`src/rtl/i2c_master_write_sequencer_if.sv`:
```
// Host/engine bundle for the I2C write sequencer: host request + byte stream,
// write-engine and ACK-read-engine handshakes, status flags.
interface i2c_master_write_sequencer_if #(
    parameter int COUNT_W = 8
);
    logic               start;
    logic [6:0]         slave_addr;
    logic [COUNT_W-1:0] byte_count;
    logic [7:0]         tx_data;
    logic               tx_valid;
    logic               tx_ready;
    logic               busy;
    logic               done;
    logic               nack_err;
    logic               timeout_err;
    logic               wr_go;
    logic [2:0]         wr_command;
    logic               wr_data;
    logic               wr_load;
    logic               wr_finish;
    logic               rd_go;
    logic               rd_finish;
    logic               rd_bit;

    // master: the sequencer itself
    modport master (
        input  start, slave_addr, byte_count, tx_data, tx_valid,
        input  wr_load, wr_finish, rd_finish, rd_bit,
        output tx_ready, busy, done, nack_err, timeout_err,
        output wr_go, wr_command, wr_data, rd_go
    );

    // slave: host plus bit engines
    modport slave (
        output start, slave_addr, byte_count, tx_data, tx_valid,
        output wr_load, wr_finish, rd_finish, rd_bit,
        input  tx_ready, busy, done, nack_err, timeout_err,
        input  wr_go, wr_command, wr_data, rd_go
    );
endinterface

```
`src/rtl/i2c_master_write_sequencer.sv`:
```
// I2C write transaction sequencer: START, address+W, N data bytes, STOP.
// Optional engine-wait watchdog enabled by defining I2C_SEQ_TIMEOUT_EN.
module i2c_master_write_sequencer #(
    parameter int COUNT_W        = 8,
    parameter int TIMEOUT_CYCLES = 4096
) (
    input logic                          clk_i,
    input logic                          rst_i,
    i2c_master_write_sequencer_if.master bus_if
);
    typedef enum logic [3:0] {
        S_IDLE, S_START, S_ADDR, S_ADDR_ACK, S_FETCH,
        S_DATA, S_DATA_ACK, S_STOP, S_DONE
    } state_t;

    state_t             state_q, state_d;
    logic               issue_q, issue_d;
    logic [7:0]         shift_q, shift_d;
    logic [6:0]         addr_q, addr_d;
    logic [COUNT_W-1:0] remaining_q, remaining_d;
    logic               nack_q, nack_d;

    logic               wr_phase, rd_phase, eng_finish, op_done, tx_ready;
    logic [2:0]         wr_command;

`ifdef I2C_SEQ_TIMEOUT_EN
    localparam int WD_W = $clog2(TIMEOUT_CYCLES + 1);
    logic [WD_W-1:0]    wd_q, wd_d;
    logic               timeout_q, timeout_d;
`endif

    assign wr_phase   = (state_q == S_START) || (state_q == S_ADDR) ||
                        (state_q == S_DATA)  || (state_q == S_STOP);
    assign rd_phase   = (state_q == S_ADDR_ACK) || (state_q == S_DATA_ACK);
    assign eng_finish = wr_phase ? bus_if.wr_finish : bus_if.rd_finish;
    // An op completes on the ISSUE-phase cycle where the engine reports finish.
    assign op_done    = (wr_phase || rd_phase) && issue_q && eng_finish;

    always_ff @(posedge clk_i or posedge rst_i) begin
        if (rst_i) begin
            state_q     <= S_IDLE;
            issue_q     <= 1'b0;
            shift_q     <= '0;
            addr_q      <= '0;
            remaining_q <= '0;
            nack_q      <= 1'b0;
`ifdef I2C_SEQ_TIMEOUT_EN
            wd_q        <= '0;
            timeout_q   <= 1'b0;
`endif
        end else begin
            state_q     <= state_d;
            issue_q     <= issue_d;
            shift_q     <= shift_d;
            addr_q      <= addr_d;
            remaining_q <= remaining_d;
            nack_q      <= nack_d;
`ifdef I2C_SEQ_TIMEOUT_EN
            wd_q        <= wd_d;
            timeout_q   <= timeout_d;
`endif
        end
    end

    always_comb begin
        state_d     = state_q;
        issue_d     = issue_q;
        shift_d     = bus_if.wr_load ? {shift_q[6:0], 1'b0} : shift_q;
        addr_d      = addr_q;
        remaining_d = remaining_q;
        nack_d      = nack_q;
        tx_ready    = 1'b0;
`ifdef I2C_SEQ_TIMEOUT_EN
        wd_d        = '0;
        timeout_d   = timeout_q;
`endif

        // WAIT_LOW -> ISSUE once the engine has dropped finish from the previous op
        if ((wr_phase || rd_phase) && !issue_q && !eng_finish) begin
            issue_d = 1'b1;
        end

        case (state_q)
            S_IDLE: begin
                if (bus_if.start) begin
                    addr_d      = bus_if.slave_addr;
                    remaining_d = bus_if.byte_count;
                    nack_d      = 1'b0;
`ifdef I2C_SEQ_TIMEOUT_EN
                    timeout_d   = 1'b0;
`endif
                    issue_d     = 1'b0;
                    state_d     = S_START;
                end
            end
            S_START: begin
                if (op_done) begin
                    shift_d = {addr_q, 1'b0};
                    issue_d = 1'b0;
                    state_d = S_ADDR;
                end
            end
            S_ADDR: begin
                if (op_done) begin
                    issue_d = 1'b0;
                    state_d = S_ADDR_ACK;
                end
            end
            S_ADDR_ACK, S_DATA_ACK: begin
                if (op_done) begin
                    issue_d = 1'b0;
                    if (bus_if.rd_bit) begin
                        nack_d  = 1'b1;
                        state_d = S_STOP;
                    end else if (remaining_q == '0) begin
                        state_d = S_STOP;
                    end else begin
                        state_d = S_FETCH;
                    end
                end
            end
            S_FETCH: begin
                if (bus_if.tx_valid) begin
                    tx_ready    = 1'b1;
                    shift_d     = bus_if.tx_data;
                    remaining_d = remaining_q - COUNT_W'(1);
                    issue_d     = 1'b0;
                    state_d     = S_DATA;
                end
            end
            S_DATA: begin
                if (op_done) begin
                    issue_d = 1'b0;
                    state_d = S_DATA_ACK;
                end
            end
            S_STOP: begin
                if (op_done) begin
                    issue_d = 1'b0;
                    state_d = S_DONE;
                end
            end
            S_DONE: begin
                state_d = S_IDLE;
            end
            default: begin
                state_d = S_IDLE;
            end
        endcase

`ifdef I2C_SEQ_TIMEOUT_EN
        // Watchdog restarts on every phase change; expiry abandons the bus without STOP
        if (wr_phase || rd_phase) begin
            if ((issue_d != issue_q) || (state_d != state_q)) begin
                wd_d = '0;
            end else if (wd_q == WD_W'(TIMEOUT_CYCLES - 1)) begin
                timeout_d = 1'b1;
                issue_d   = 1'b0;
                state_d   = S_DONE;
            end else begin
                wd_d = wd_q + WD_W'(1);
            end
        end
`endif
    end

    always_comb begin
        case (state_q)
            S_START:        wr_command = 3'b001;
            S_ADDR, S_DATA: wr_command = 3'b011;
            S_STOP:         wr_command = 3'b100;
            default:        wr_command = 3'b000;
        endcase
    end

    // go strobes decode straight from registered state so reset drops them at once
    assign bus_if.wr_go      = wr_phase && issue_q;
    assign bus_if.rd_go      = rd_phase && issue_q;
    assign bus_if.wr_command = wr_command;
    assign bus_if.wr_data    = shift_q[7];
    assign bus_if.tx_ready   = tx_ready;
    assign bus_if.busy       = (state_q != S_IDLE);
    assign bus_if.done       = (state_q == S_DONE);
    assign bus_if.nack_err   = nack_q;
`ifdef I2C_SEQ_TIMEOUT_EN
    assign bus_if.timeout_err = timeout_q;
`else
    assign bus_if.timeout_err = 1'b0;
`endif

endmodule

```
`src/flat_wrapper.sv`:
```
// flat-port wrapper written by rule: the top's interface ports become plain ports
module i2c_master_write_sequencer_flat 
#(
    parameter int COUNT_W        = 8,
    parameter int TIMEOUT_CYCLES = 4096
)
  (clk_i, rst_i, bus_if_start, bus_if_slave_addr, bus_if_byte_count, bus_if_tx_data, bus_if_tx_valid, bus_if_wr_load, bus_if_wr_finish, bus_if_rd_finish, bus_if_rd_bit, bus_if_tx_ready, bus_if_busy, bus_if_done, bus_if_nack_err, bus_if_timeout_err, bus_if_wr_go, bus_if_wr_command, bus_if_wr_data, bus_if_rd_go);
  i2c_master_write_sequencer_if #(.COUNT_W(COUNT_W)) bus_if_i ();
  input logic clk_i;
  input logic rst_i;
  input wire logic [$bits(bus_if_i.start)-1:0] bus_if_start;
  input wire logic [$bits(bus_if_i.slave_addr)-1:0] bus_if_slave_addr;
  input wire logic [$bits(bus_if_i.byte_count)-1:0] bus_if_byte_count;
  input wire logic [$bits(bus_if_i.tx_data)-1:0] bus_if_tx_data;
  input wire logic [$bits(bus_if_i.tx_valid)-1:0] bus_if_tx_valid;
  input wire logic [$bits(bus_if_i.wr_load)-1:0] bus_if_wr_load;
  input wire logic [$bits(bus_if_i.wr_finish)-1:0] bus_if_wr_finish;
  input wire logic [$bits(bus_if_i.rd_finish)-1:0] bus_if_rd_finish;
  input wire logic [$bits(bus_if_i.rd_bit)-1:0] bus_if_rd_bit;
  output wire logic [$bits(bus_if_i.tx_ready)-1:0] bus_if_tx_ready;
  output wire logic [$bits(bus_if_i.busy)-1:0] bus_if_busy;
  output wire logic [$bits(bus_if_i.done)-1:0] bus_if_done;
  output wire logic [$bits(bus_if_i.nack_err)-1:0] bus_if_nack_err;
  output wire logic [$bits(bus_if_i.timeout_err)-1:0] bus_if_timeout_err;
  output wire logic [$bits(bus_if_i.wr_go)-1:0] bus_if_wr_go;
  output wire logic [$bits(bus_if_i.wr_command)-1:0] bus_if_wr_command;
  output wire logic [$bits(bus_if_i.wr_data)-1:0] bus_if_wr_data;
  output wire logic [$bits(bus_if_i.rd_go)-1:0] bus_if_rd_go;
  assign bus_if_i.start = bus_if_start;
  assign bus_if_i.slave_addr = bus_if_slave_addr;
  assign bus_if_i.byte_count = bus_if_byte_count;
  assign bus_if_i.tx_data = bus_if_tx_data;
  assign bus_if_i.tx_valid = bus_if_tx_valid;
  assign bus_if_i.wr_load = bus_if_wr_load;
  assign bus_if_i.wr_finish = bus_if_wr_finish;
  assign bus_if_i.rd_finish = bus_if_rd_finish;
  assign bus_if_i.rd_bit = bus_if_rd_bit;
  assign bus_if_tx_ready = bus_if_i.tx_ready;
  assign bus_if_busy = bus_if_i.busy;
  assign bus_if_done = bus_if_i.done;
  assign bus_if_nack_err = bus_if_i.nack_err;
  assign bus_if_timeout_err = bus_if_i.timeout_err;
  assign bus_if_wr_go = bus_if_i.wr_go;
  assign bus_if_wr_command = bus_if_i.wr_command;
  assign bus_if_wr_data = bus_if_i.wr_data;
  assign bus_if_rd_go = bus_if_i.rd_go;
  i2c_master_write_sequencer #(.COUNT_W(COUNT_W), .TIMEOUT_CYCLES(TIMEOUT_CYCLES)) u_core (.clk_i(clk_i), .rst_i(rst_i), .bus_if(bus_if_i));
endmodule
```
`config.mk`:
```
export PLATFORM = sky130hd
export DESIGN_NAME = i2c_master_write_sequencer_flat
export DESIGN_NICKNAME = d
export VERILOG_FILES = /design/src/rtl/i2c_master_write_sequencer_if.sv /design/src/rtl/i2c_master_write_sequencer.sv /design/src/flat_wrapper.sv
export SDC_FILE = /design/constraint.sdc
export NUM_CORES = 1
export LEC_CHECK = 0
export BUFFER_PORTS_ARGS = -buffer_cell sky130_fd_sc_hd__buf_2
export CAP_MARGIN = 30
export CORE_MARGIN = 4
export CORE_UTILIZATION = 45
export CTS_CLUSTER_DIAMETER = 60
export DETAILED_ROUTE_END_ITERATION = 10
export GPL_TIMING_DRIVEN = 0
export HOLD_SLACK_MARGIN = 0.12
export PLACE_DENSITY = 0.8
export SYNTH_ARGS = -nofsm -noshare
export SYNTH_HDL_FRONTEND = slang
export SYNTH_SLANG_ARGS = --single-unit
export TNS_END_PERCENT = 30
```
`constraint.sdc`:
```
create_clock -name clk_i -period 2.12 [get_ports clk_i]
set_clock_uncertainty 0.15 [all_clocks]
set_input_delay 0.424 -clock clk_i [delete_from_list [all_inputs] [get_ports clk_i]]
set_output_delay 0.424 -clock clk_i [all_outputs]
set_load 0.01 [all_outputs]
```
==> report_table.html, run 1 <==
<table>
<tr><th>Metric</th><th>Value</th></tr>
<tr><th colspan="2">Status</th></tr>
<tr><td>Status</td><td>finished clean</td></tr>
<tr><th colspan="2">Die</th></tr>
<tr><td>Full die area</td><td>4964 sq um</td></tr>
<tr><td>Die Ht</td><td>around 70 microns</td></tr>
<tr><td>Area of the core region</td><td>3716 sq um</td></tr>
<tr><td>Floorplan row count</td><td>22</td></tr>
<tr><td>Number of placed I/O pins</td><td>42</td></tr>
<tr><td>Starting Density</td><td>0.4724</td></tr>
<tr><td>Horizontal die dimension</td><td>70.46 microns</td></tr>
<tr><th colspan="2">Clock network</th></tr>
<tr><td>Clock Latency Late Sink</td><td>between 0.2 and 0.3 ns</td></tr>
<tr><td>Number of buffers on the longest clock path</td><td>2</td></tr>
<tr><td>Clock root cell</td><td>clkbuf_8</td></tr>
<tr><td>Clock slew seen by the registers of the worst setup and hold paths</td><td>roughly 0.060 ns</td></tr>
<tr><td>Num CTS Buffers</td><td>5</td></tr>
<tr><td>H-tree level count</td><td>2</td></tr>
<tr><td>TritonCTS clock tree</td><td>yes</td></tr>
<tr><td>Number of clock sinks</td><td>29</td></tr>
<tr><th colspan="2">Timing</th></tr>
<tr><td>Minimum clock period</td><td>slightly above 2 ns</td></tr>
<tr><td>Max Slew Vio Count</td><td>0</td></tr>
<tr><td>RSZ-0062 raised after global routing</td><td>yes</td></tr>
<tr><td>Setup violators final</td><td>0</td></tr>
<tr><td>Slew margin rel.</td><td>0.5335</td></tr>
<tr><td>Part of the cycle the worst path needs</td><td>0.9762</td></tr>
<tr><td>Final hold slack</td><td>0.2291 ns</td></tr>
<tr><td>Highest clock rate</td><td>around 0.48 GHz</td></tr>
<tr><td>Final Hold Fails</td><td>0</td></tr>
<tr><td>Slew of the pin with the lowest slew margin</td><td>slightly below 0.7 ns</td></tr>
<tr><th colspan="2">Worst hold path</th></tr>
<tr><td>Class of the tightest hold or removal check</td><td>input port to flop</td></tr>
<tr><td>Startpoint of the tightest hold check path</td><td>bus_if_slave_addr[4]</td></tr>
<tr><td>Hold Path Depth</td><td>2</td></tr>
<tr><td>Worst Hold End</td><td>u_core.addr_q[4]</td></tr>
<tr><th colspan="2">Drt</th></tr>
<tr><td>Number of search-and-repair iterations in the first detailed-routing pass</td><td>4</td></tr>
<tr><td>Wire length after detailed routing</td><td>about 4100 microns</td></tr>
<tr><td>Number of DRC violations after detailed routing</td><td>0</td></tr>
<tr><td>Iteration-0 DRC count of the detailed router</td><td>between 80 and 90</td></tr>
<tr><td>Number of vias after detailed routing</td><td>approximately 1500</td></tr>
<tr><td>Avg WL per Cell</td><td>14.75 microns</td></tr>
<tr><td>Via count normalized by instance count</td><td>5.470</td></tr>
<tr><td>DRT antenna net count</td><td>0</td></tr>
<tr><th colspan="2">Setup path</th></tr>
<tr><td>Worst reg2reg startpoint</td><td>u_core.state_q[2]</td></tr>
<tr><td>Cell-by-cell listing of the critical path</td><td>buf_6 &gt; buf_4 &gt; nor4b_2 &gt; buf_2</td></tr>
<tr><td>Setup crit end kind</td><td>primary output</td></tr>
<tr><td>Type of the setup path with the least slack</td><td>flop to primary output</td></tr>
<tr><td>Critical Path RT</td><td>around 1.6 ns</td></tr>
<tr><td>Crit path max-delay cell type</td><td>dfrtp_2</td></tr>
<tr><td>R2R Setup Slk</td><td>between 0.15 and 0.2 ns</td></tr>
<tr><td>Endpoint of the lowest-slack register-to-register path</td><td>u_core.bus_if.nack_err</td></tr>
<tr><td>Crit path max fanout</td><td>10</td></tr>
<tr><td>CP max stage delay</td><td>between 0.4 and 0.5 ns</td></tr>
<tr><td>Type of origin of the critical path</td><td>flop</td></tr>
<tr><td>Worst R2R Path Depth</td><td>6</td></tr>
<tr><td>Critical path arrival</td><td>approximately 1.5 ns</td></tr>
<tr><th colspan="2">Placed design</th></tr>
<tr><td>Placer congestion estimate</td><td>0.9176</td></tr>
<tr><td>Port-buffer cells</td><td>38</td></tr>
<tr><td>Dpl cells</td><td>approximately 270</td></tr>
<tr><td>Placement Cell Area</td><td>just over 2000 sq um</td></tr>
<tr><td>Detailed-placement wirelength estimate</td><td>3096 microns</td></tr>
<tr><th colspan="2">Layout</th></tr>
<tr><td>Final non-filler cell area</td><td>about 2200 sq um</td></tr>
<tr><td>Layout-stage area growth over the synthesis result</td><td>23.95%</td></tr>
<tr><td># nets final</td><td>265</td></tr>
<tr><td>Final antenna diode count</td><td>0</td></tr>
<tr><td>Fraction of layout instances using a drive strength above 1</td><td>0.3648</td></tr>
<tr><td>Final-layout fill cell count</td><td>about 330</td></tr>
<tr><td>Final core occ</td><td>0.5855</td></tr>
<tr><td>Final std cells w/o fill</td><td>about 280</td></tr>
<tr><th colspan="2">Run</th></tr>
<tr><td>Max-cap violation count</td><td>0</td></tr>
<tr><th colspan="2">GRT</th></tr>
<tr><td>Total gr overflow</td><td>0</td></tr>
<tr><td>Largest net degree at the start of global routing</td><td>23</td></tr>
<tr><td>All-Layer GR Usage</td><td>0.1758</td></tr>
<tr><td>Antenna violations before repair</td><td>0</td></tr>
<tr><td>Vias in the first global route</td><td>roughly 1500</td></tr>
<tr><td>First-pass GRT wire length</td><td>between 7000 and 8000 microns</td></tr>
<tr><th colspan="2">Power</th></tr>
<tr><td>Max rail drop VDD</td><td>0.6911 mV</td></tr>
<tr><td>LEAKAGE</td><td>roughly 1 nW</td></tr>
<tr><td>Final Power</td><td>slightly below 3 mW</td></tr>
<tr><td>Power density cells</td><td>roughly 1300 nW/um^2</td></tr>
<tr><th colspan="2">Synthesis</th></tr>
<tr><td>Dominant synthesized flop cell</td><td>dfrtp_1</td></tr>
<tr><td>Post-Syn Area per Cell</td><td>between 9 and 10 sq um</td></tr>
<tr><td>Proportion of synthesized chip area in sequential cells</td><td>0.4134</td></tr>
<tr><td>Count of flip-flops with a built-in enable after synthesis</td><td>0</td></tr>
<tr><td>YS warnings</td><td>0</td></tr>
<tr><td>Number of standard cells after synthesis</td><td>184</td></tr>
<tr><td>Mapped Nets</td><td>~220</td></tr>
<tr><td>Number of distinct standard cells referenced by the synthesized netlist</td><td>48</td></tr>
<tr><td>Cell area after technology mapping</td><td>1755 sq um</td></tr>
<tr><td>FF+latch count, synth</td><td>29</td></tr>
<tr><td>Proportion of synthesized flip-flops having asynchronous set or reset</td><td>1.000</td></tr>
</table>
## metrics by stage
stage               TNS [ns]  worst slack [ns]
global route         -0.1657          -0.06036
global placement           0            0.2248
detailed placement         0            0.2170
floorplan                  0            0.3048
finish                     0           0.05056
CTS                        0          0.001129
## layer usage
metal | GRT usage | vias to the layer above | share of wire
li1 | - | 762 | -
met4 | 0.04681 | 0 | 0.0094
met1 | 0.2286 | 716 | 0.44
met2 | 0.2890 | 55 | 0.50
met3 | 0.04460 | 4 | 0.048
met5 | 0 | - | 0
## where the power goes
group          switching, mW  internal (mW)  leakage (nW)
clock                  0.204          0.227        0.0450
combinational          0.755          0.678         0.586
sequential             0.215          0.812         0.355
## cell usage in the layout (no fill, tap or decap), drive strengths merged, types with 2 or more instances in the layout
cell type  Yosys  routed
clkinv         0       2
nand2b         6       6
nor2b          3       3
mux2          11      11
nand3b         3       3
clkbuf         2       9
a311oi         2       2
mux2i          7       7
o22ai          2       2
ha             2       2
nor2          17      17
and3           3       3
and2           2       2
a211oi         2       2
nand3          2       2
nor3           5       5
nor4           3       3
a21oi         11      11
nand2          9       9
dfrtp         29      29
a22oi          9       9
inv            6       6
o21ai         20      20
buf           11      50
a31oi          2       2
## logic make-up after synthesis
logic type,share of synthesized area
AOI/OAI and AO/OA,0.2088
adders and majority gates,0.02067
buffers and inverters,0.05845
DFF,0.4134
muxes,0.1105
other,0.002136
and+or+nand+nor,0.1860
## repair_timing
action	CTS	global route
hold endpoints to repair	7	0
hold buffers	1	0
pin swaps	0	1
buffers inserted	0	1
gates resized for setup	7	7
endpoints found under the setup margin	5	6
## cell usage after synthesis, types with 2 or more instances
cell type / count / area share
and2_1: 2 / 0.0071
nand3b_1: 3 / 0.013
nor4_1: 2 / 0.0071
buf_2: 4 / 0.011
nor3_2: 3 / 0.017
o22ai_1: 2 / 0.0071
nor2_1: 17 / 0.036
nor3_1: 2 / 0.0057
a311oi_1: 2 / 0.010
clkbuf_1: 2 / 0.0043
a31oi_1: 2 / 0.0071
and3_1: 3 / 0.011
inv_1: 6 / 0.013
mux2_2: 10 / 0.064
a21oi_1: 11 / 0.031
buf_4: 5 / 0.021
a22oi_1: 9 / 0.038
nand2b_1: 5 / 0.018
mux2i_1: 7 / 0.040
o21ai_0: 20 / 0.057
dfrtp_1: 29 / 0.41
nand2_1: 9 / 0.019
nor2b_1: 3 / 0.011
ha_1: 2 / 0.014
## how the worst max path moves through the flow
stage / from / slack (ns) / endpoint / cells past startpoint
finish: u_core.state_q[0] / 0.05 / bus_if_done / 4
detailed placement: bus_if_rd_finish / 0.22 / u_core.state_q[0] / 6
global placement: u_core.state_q[3] / 0.22 / bus_if_done / 3
floorplan: u_core.state_q[0] / 0.30 / bus_if_done / 3
CTS: u_core.state_q[1] / 0.001 / bus_if_wr_go / 6
global route: u_core.state_q[2] / -0.06 / bus_if_wr_go / 5
## layout make-up
cell class                 instances  area [sq um]  area share
multi-input combinational        136         952.2      0.4376
clock inverter                     2         10.01    0.004600
buffer                            13         95.09     0.04370
timing repair buffer              41         235.2      0.1081
clock buffer                       6         72.57     0.03335
tap                               48         60.06     0.02760
inverter                           6         22.52     0.01035
sequential                        29         728.2      0.3347
## sequential cells by signal (all words and copies together) (netlist names)
signal and count:
u_core.issue_q 1, u_core.shift_q 8, u_core.state_q 4, u_core.addr_q 7
u_core.remaining_q 8, u_core.bus_if.nack_err 1
## critical path, delay by kind of cell (launching register included)
family | cells | cell delay [ns]
buffers and inverters | 3 | 0.49
DFF | 1 | 0.48
and+or+nand+nor | 1 | 0.25
Power figures use the tool's default switching activity.
==> inputs of run 2 (changes only) <==
--- a/config.mk
+++ b/config.mk
@@ -6,14 +6,15 @@
 export NUM_CORES = 1
 export LEC_CHECK = 0
 export BUFFER_PORTS_ARGS = -buffer_cell sky130_fd_sc_hd__buf_2
-export CAP_MARGIN = 30
+export CAP_MARGIN = 10
 export CORE_MARGIN = 4
-export CORE_UTILIZATION = 45
+export CORE_UTILIZATION = 53
 export CTS_CLUSTER_DIAMETER = 60
 export DETAILED_ROUTE_END_ITERATION = 10
 export GPL_TIMING_DRIVEN = 0
 export HOLD_SLACK_MARGIN = 0.12
-export PLACE_DENSITY = 0.8
+export PLACE_DENSITY = 0.9
+export REMOVE_ABC_BUFFERS = 1
 export SYNTH_ARGS = -nofsm -noshare
 export SYNTH_HDL_FRONTEND = slang
 export SYNTH_SLANG_ARGS = --single-unit
==> report_table.html, run 2 (synthesis gave the netlist of run 1 again) <==
<table>
<tr><th>Metric</th><th>Value</th></tr>
<tr><th colspan="2">Layout</th></tr>
<tr><td>Final core occ</td><td>0.6855</td></tr>
<tr><td>Commonest non-fill, non-tap cell in the layout</td><td>buf_2</td></tr>
<tr><td>Final antenna diode count</td><td>0</td></tr>
<tr><td>Final std cells w/o fill</td><td>~280</td></tr>
<tr><td>Layout-stage area growth over the synthesis result</td><td>21.17%</td></tr>
<tr><td>Top library cells by usage in the layout, fill and taps aside</td><td>40 x buf_2, 25 x dfrtp_1, 20 x o21ai_0, 17 x nor2_1, 15 x buf_4</td></tr>
<tr><td>Fraction of layout instances using a drive strength above 1</td><td>0.3846</td></tr>
<tr><td>Largest registers</td><td>u_core.remaining_q x8, u_core.shift_q x8, u_core.addr_q x7</td></tr>
<tr><td># nets final</td><td>about 270</td></tr>
<tr><td>Final-layout fill cell count</td><td>roughly 260</td></tr>
<tr><th colspan="2">Drt</th></tr>
<tr><td>Number of search-and-repair iterations in the first detailed-routing pass</td><td>4</td></tr>
<tr><td>Number of vias after detailed routing</td><td>approximately 1600</td></tr>
<tr><td>Avg WL per Cell</td><td>between 15 and 20 microns</td></tr>
<tr><td>Number of DRC violations after detailed routing</td><td>0</td></tr>
<tr><td>DRT antenna net count</td><td>0</td></tr>
<tr><td>Iteration-0 DRC count of the detailed router</td><td>62</td></tr>
<tr><td>Wire length after detailed routing</td><td>~4200 microns</td></tr>
<tr><td>Via count normalized by instance count</td><td>about 5.6</td></tr>
<tr><th colspan="2">Clock network</th></tr>
<tr><td>Number of buffers on the longest clock path</td><td>2</td></tr>
<tr><td>Num CTS Buffers</td><td>5</td></tr>
<tr><td>Clock root cell</td><td>clkbuf_4</td></tr>
<tr><td>Number of clock sinks</td><td>29</td></tr>
<tr><td>Hold bufs inserted after CTS</td><td>0</td></tr>
<tr><td>Clock Latency Late Sink</td><td>approximately 0.33 ns</td></tr>
<tr><td>TritonCTS clock tree</td><td>yes</td></tr>
<tr><td>H-tree level count</td><td>2</td></tr>
<tr><td>Clock slew seen by the registers of the worst setup and hold paths</td><td>0.10 ns</td></tr>
<tr><th colspan="2">Die</th></tr>
<tr><td>Die Ht</td><td>~66 microns</td></tr>
<tr><td>Starting Density</td><td>0.5657</td></tr>
<tr><td>Horizontal die dimension</td><td>roughly 66 microns</td></tr>
<tr><td>Full die area</td><td>4297 sq um</td></tr>
<tr><td>Floorplan row count</td><td>20</td></tr>
<tr><td>Area of the core region</td><td>~3100 sq um</td></tr>
<tr><td>Number of placed I/O pins</td><td>42</td></tr>
<tr><th colspan="2">Status</th></tr>
<tr><td>Status</td><td>complete, but fails checks</td></tr>
<tr><td>Failing checks</td><td>setup timing</td></tr>
<tr><th colspan="2">Timing</th></tr>
<tr><td>Setup violators final</td><td>1</td></tr>
<tr><td>RSZ-0062 raised after global routing</td><td>yes</td></tr>
<tr><td>Highest clock rate</td><td>about 0.47 GHz</td></tr>
<tr><td>Slew margin rel.</td><td>0.2956</td></tr>
<tr><td>Setup TNS Final</td><td>-0.01691 ns</td></tr>
<tr><td>Final Hold Fails</td><td>0</td></tr>
<tr><td>Minimum clock period</td><td>2.137 ns</td></tr>
<tr><td>Slew of the pin with the lowest slew margin</td><td>approximately 1.1 ns</td></tr>
<tr><td>Least setup slack across all paths after layout</td><td>-0.01691 ns</td></tr>
<tr><td>Part of the cycle the worst path needs</td><td>1.008</td></tr>
<tr><td>Max Slew Vio Count</td><td>0</td></tr>
<tr><th colspan="2">Setup path</th></tr>
<tr><td>Critical Path RT</td><td>between 1.5 and 2 ns</td></tr>
<tr><td>Endpoint of the lowest-slack register-to-register path</td><td>u_core.state_q[0]</td></tr>
<tr><td>R2R Setup Slk</td><td>0.13 ns</td></tr>
<tr><td>Type of origin of the critical path</td><td>flop</td></tr>
<tr><td>Type of the setup path with the least slack</td><td>flop to primary output</td></tr>
<tr><td>Setup crit end kind</td><td>primary output</td></tr>
<tr><td>Worst R2R Path Depth</td><td>6</td></tr>
<tr><td>Critical path arrival</td><td>roughly 1.6 ns</td></tr>
<tr><td>Worst reg2reg startpoint</td><td>u_core.state_q[2]</td></tr>
<tr><td>Crit path max fanout</td><td>3</td></tr>
<tr><th colspan="2">GRT</th></tr>
<tr><td>GR Util met1</td><td>0.2828</td></tr>
<tr><td>Largest net degree at the start of global routing</td><td>30</td></tr>
<tr><td>Total gr overflow</td><td>0</td></tr>
<tr><td>First-pass GRT wire length</td><td>between 7000 and 8000 microns</td></tr>
<tr><td>Grt met2 use</td><td>0.3413</td></tr>
<tr><td>Antenna violations before repair</td><td>0</td></tr>
<tr><td>All-Layer GR Usage</td><td>0.2127</td></tr>
<tr><td>Highest-utilization routing layer at the global route stage</td><td>met2</td></tr>
<tr><td>Vias in the first global route</td><td>1484</td></tr>
<tr><td>Fraction of met3 tracks used by global routing</td><td>0.04444</td></tr>
<tr><th colspan="2">Worst hold path</th></tr>
<tr><td>Worst Hold End</td><td>u_core.shift_q[0]</td></tr>
<tr><td>Hold Path Depth</td><td>3</td></tr>
<tr><td>Startpoint of the tightest hold check path</td><td>bus_if_tx_data[0]</td></tr>
<tr><td>Class of the tightest hold or removal check</td><td>input port to flop</td></tr>
<tr><th colspan="2">Power</th></tr>
<tr><td>Power density cells</td><td>1344 nW/um^2</td></tr>
<tr><td>Final Power</td><td>between 2 and 3 mW</td></tr>
<tr><td>Max rail drop VDD</td><td>about 0.62 mV</td></tr>
<tr><td>LEAKAGE</td><td>~0.97 nW</td></tr>
<tr><th colspan="2">Placed design</th></tr>
<tr><td>Placer congestion estimate</td><td>around 0.81</td></tr>
<tr><td>Port-buffer cells</td><td>40</td></tr>
<tr><td>Detailed-placement wirelength estimate</td><td>between 2000 and 3000 microns</td></tr>
<tr><td>Post-place setup slack</td><td>-0.07277 ns</td></tr>
<tr><td>Dpl cells</td><td>255</td></tr>
<tr><th colspan="2">Run</th></tr>
<tr><td>Max-cap violation count</td><td>0</td></tr>
</table>
[run 2: cell types whose count changed in the layout (fill, tap and decap cells not counted), moves of 2 or more]
cell | previous run | this run
buf_4 | 5 | 15
clkbuf_8 | 5 | 0
clkbuf_4 | 1 | 5
buf_6 | 3 | 0
dfrtp_1 | 27 | 25
clkbuf_2 | 2 | 0
[run 2: worst max path at each step]
stage	from	endpoint	slack (ns)	cells past startpoint
finish	u_core.state_q[2]	bus_if_wr_go	-0.02	5
floorplan	u_core.state_q[2]	u_core.state_q[0]	0.12	5
CTS	u_core.state_q[2]	bus_if_wr_go	-0.01	5
global route	u_core.state_q[2]	bus_if_wr_go	-0.09	5
global placement	u_core.state_q[2]	u_core.state_q[0]	-0.06	5
detailed placement	u_core.state_q[2]	u_core.state_q[0]	-0.07	5
[run 2: cell type report]
class,count,area [sq um],share of cell area
Inverter,6,22.52,0.01059
Tap cell,44,55.05,0.02588
Multi-Input combinational cell,136,952.2,0.4476
Sequential cell,29,733.2,0.3447
Timing Repair Buffer,55,312.8,0.1471
Clock buffer,6,41.29,0.01941
Clock inverter,2,10.01,0.004706
[run 2: critical path, cell delays in order, from the launching register on]
cell	delay [ns]
dfrtp_2	0.43
nand2b_4	0.15
or2_4	0.27
a21oi_4	0.12
and2_1	0.13
buf_2	0.12
[run 2: metrics by stage]
| stage | hold WS, ns | instance area [sq um] |
|---|---|---|
| global placement | 0.3249 | 1931 |
| CTS | 0.1336 | 2098 |
| finish | 0.1392 | 2127 |
| detailed placement | 0.3405 | 1931 |
| global route | 0.1399 | 2127 |
| floorplan | 0.3173 | 1675 |
[run 2: timing repair]
action	CTS	global route
gates resized for setup	9	3
buffers inserted	13	2
endpoints found under the setup margin	9	2
hold endpoints to repair	0	0
pin swaps	2	2
[run 2: power by group]
| part | switching (mW) | leakage [nW] | total [mW] | internal [mW] |
|---|---|---|---|---|
| sequential | 0.225 | 0.353 | 1.04 | 0.819 |
| combinational | 0.765 | 0.586 | 1.49 | 0.726 |
| clock | 0.199 | 0.0320 | 0.325 | 0.126 |
[run 2: per-layer routing]
metal | vias up | share of wire
met5 | - | 0
met4 | 0 | 0.015
met3 | 9 | 0.061
met2 | 50 | 0.48
met1 | 746 | 0.44
li1 | 764 | -
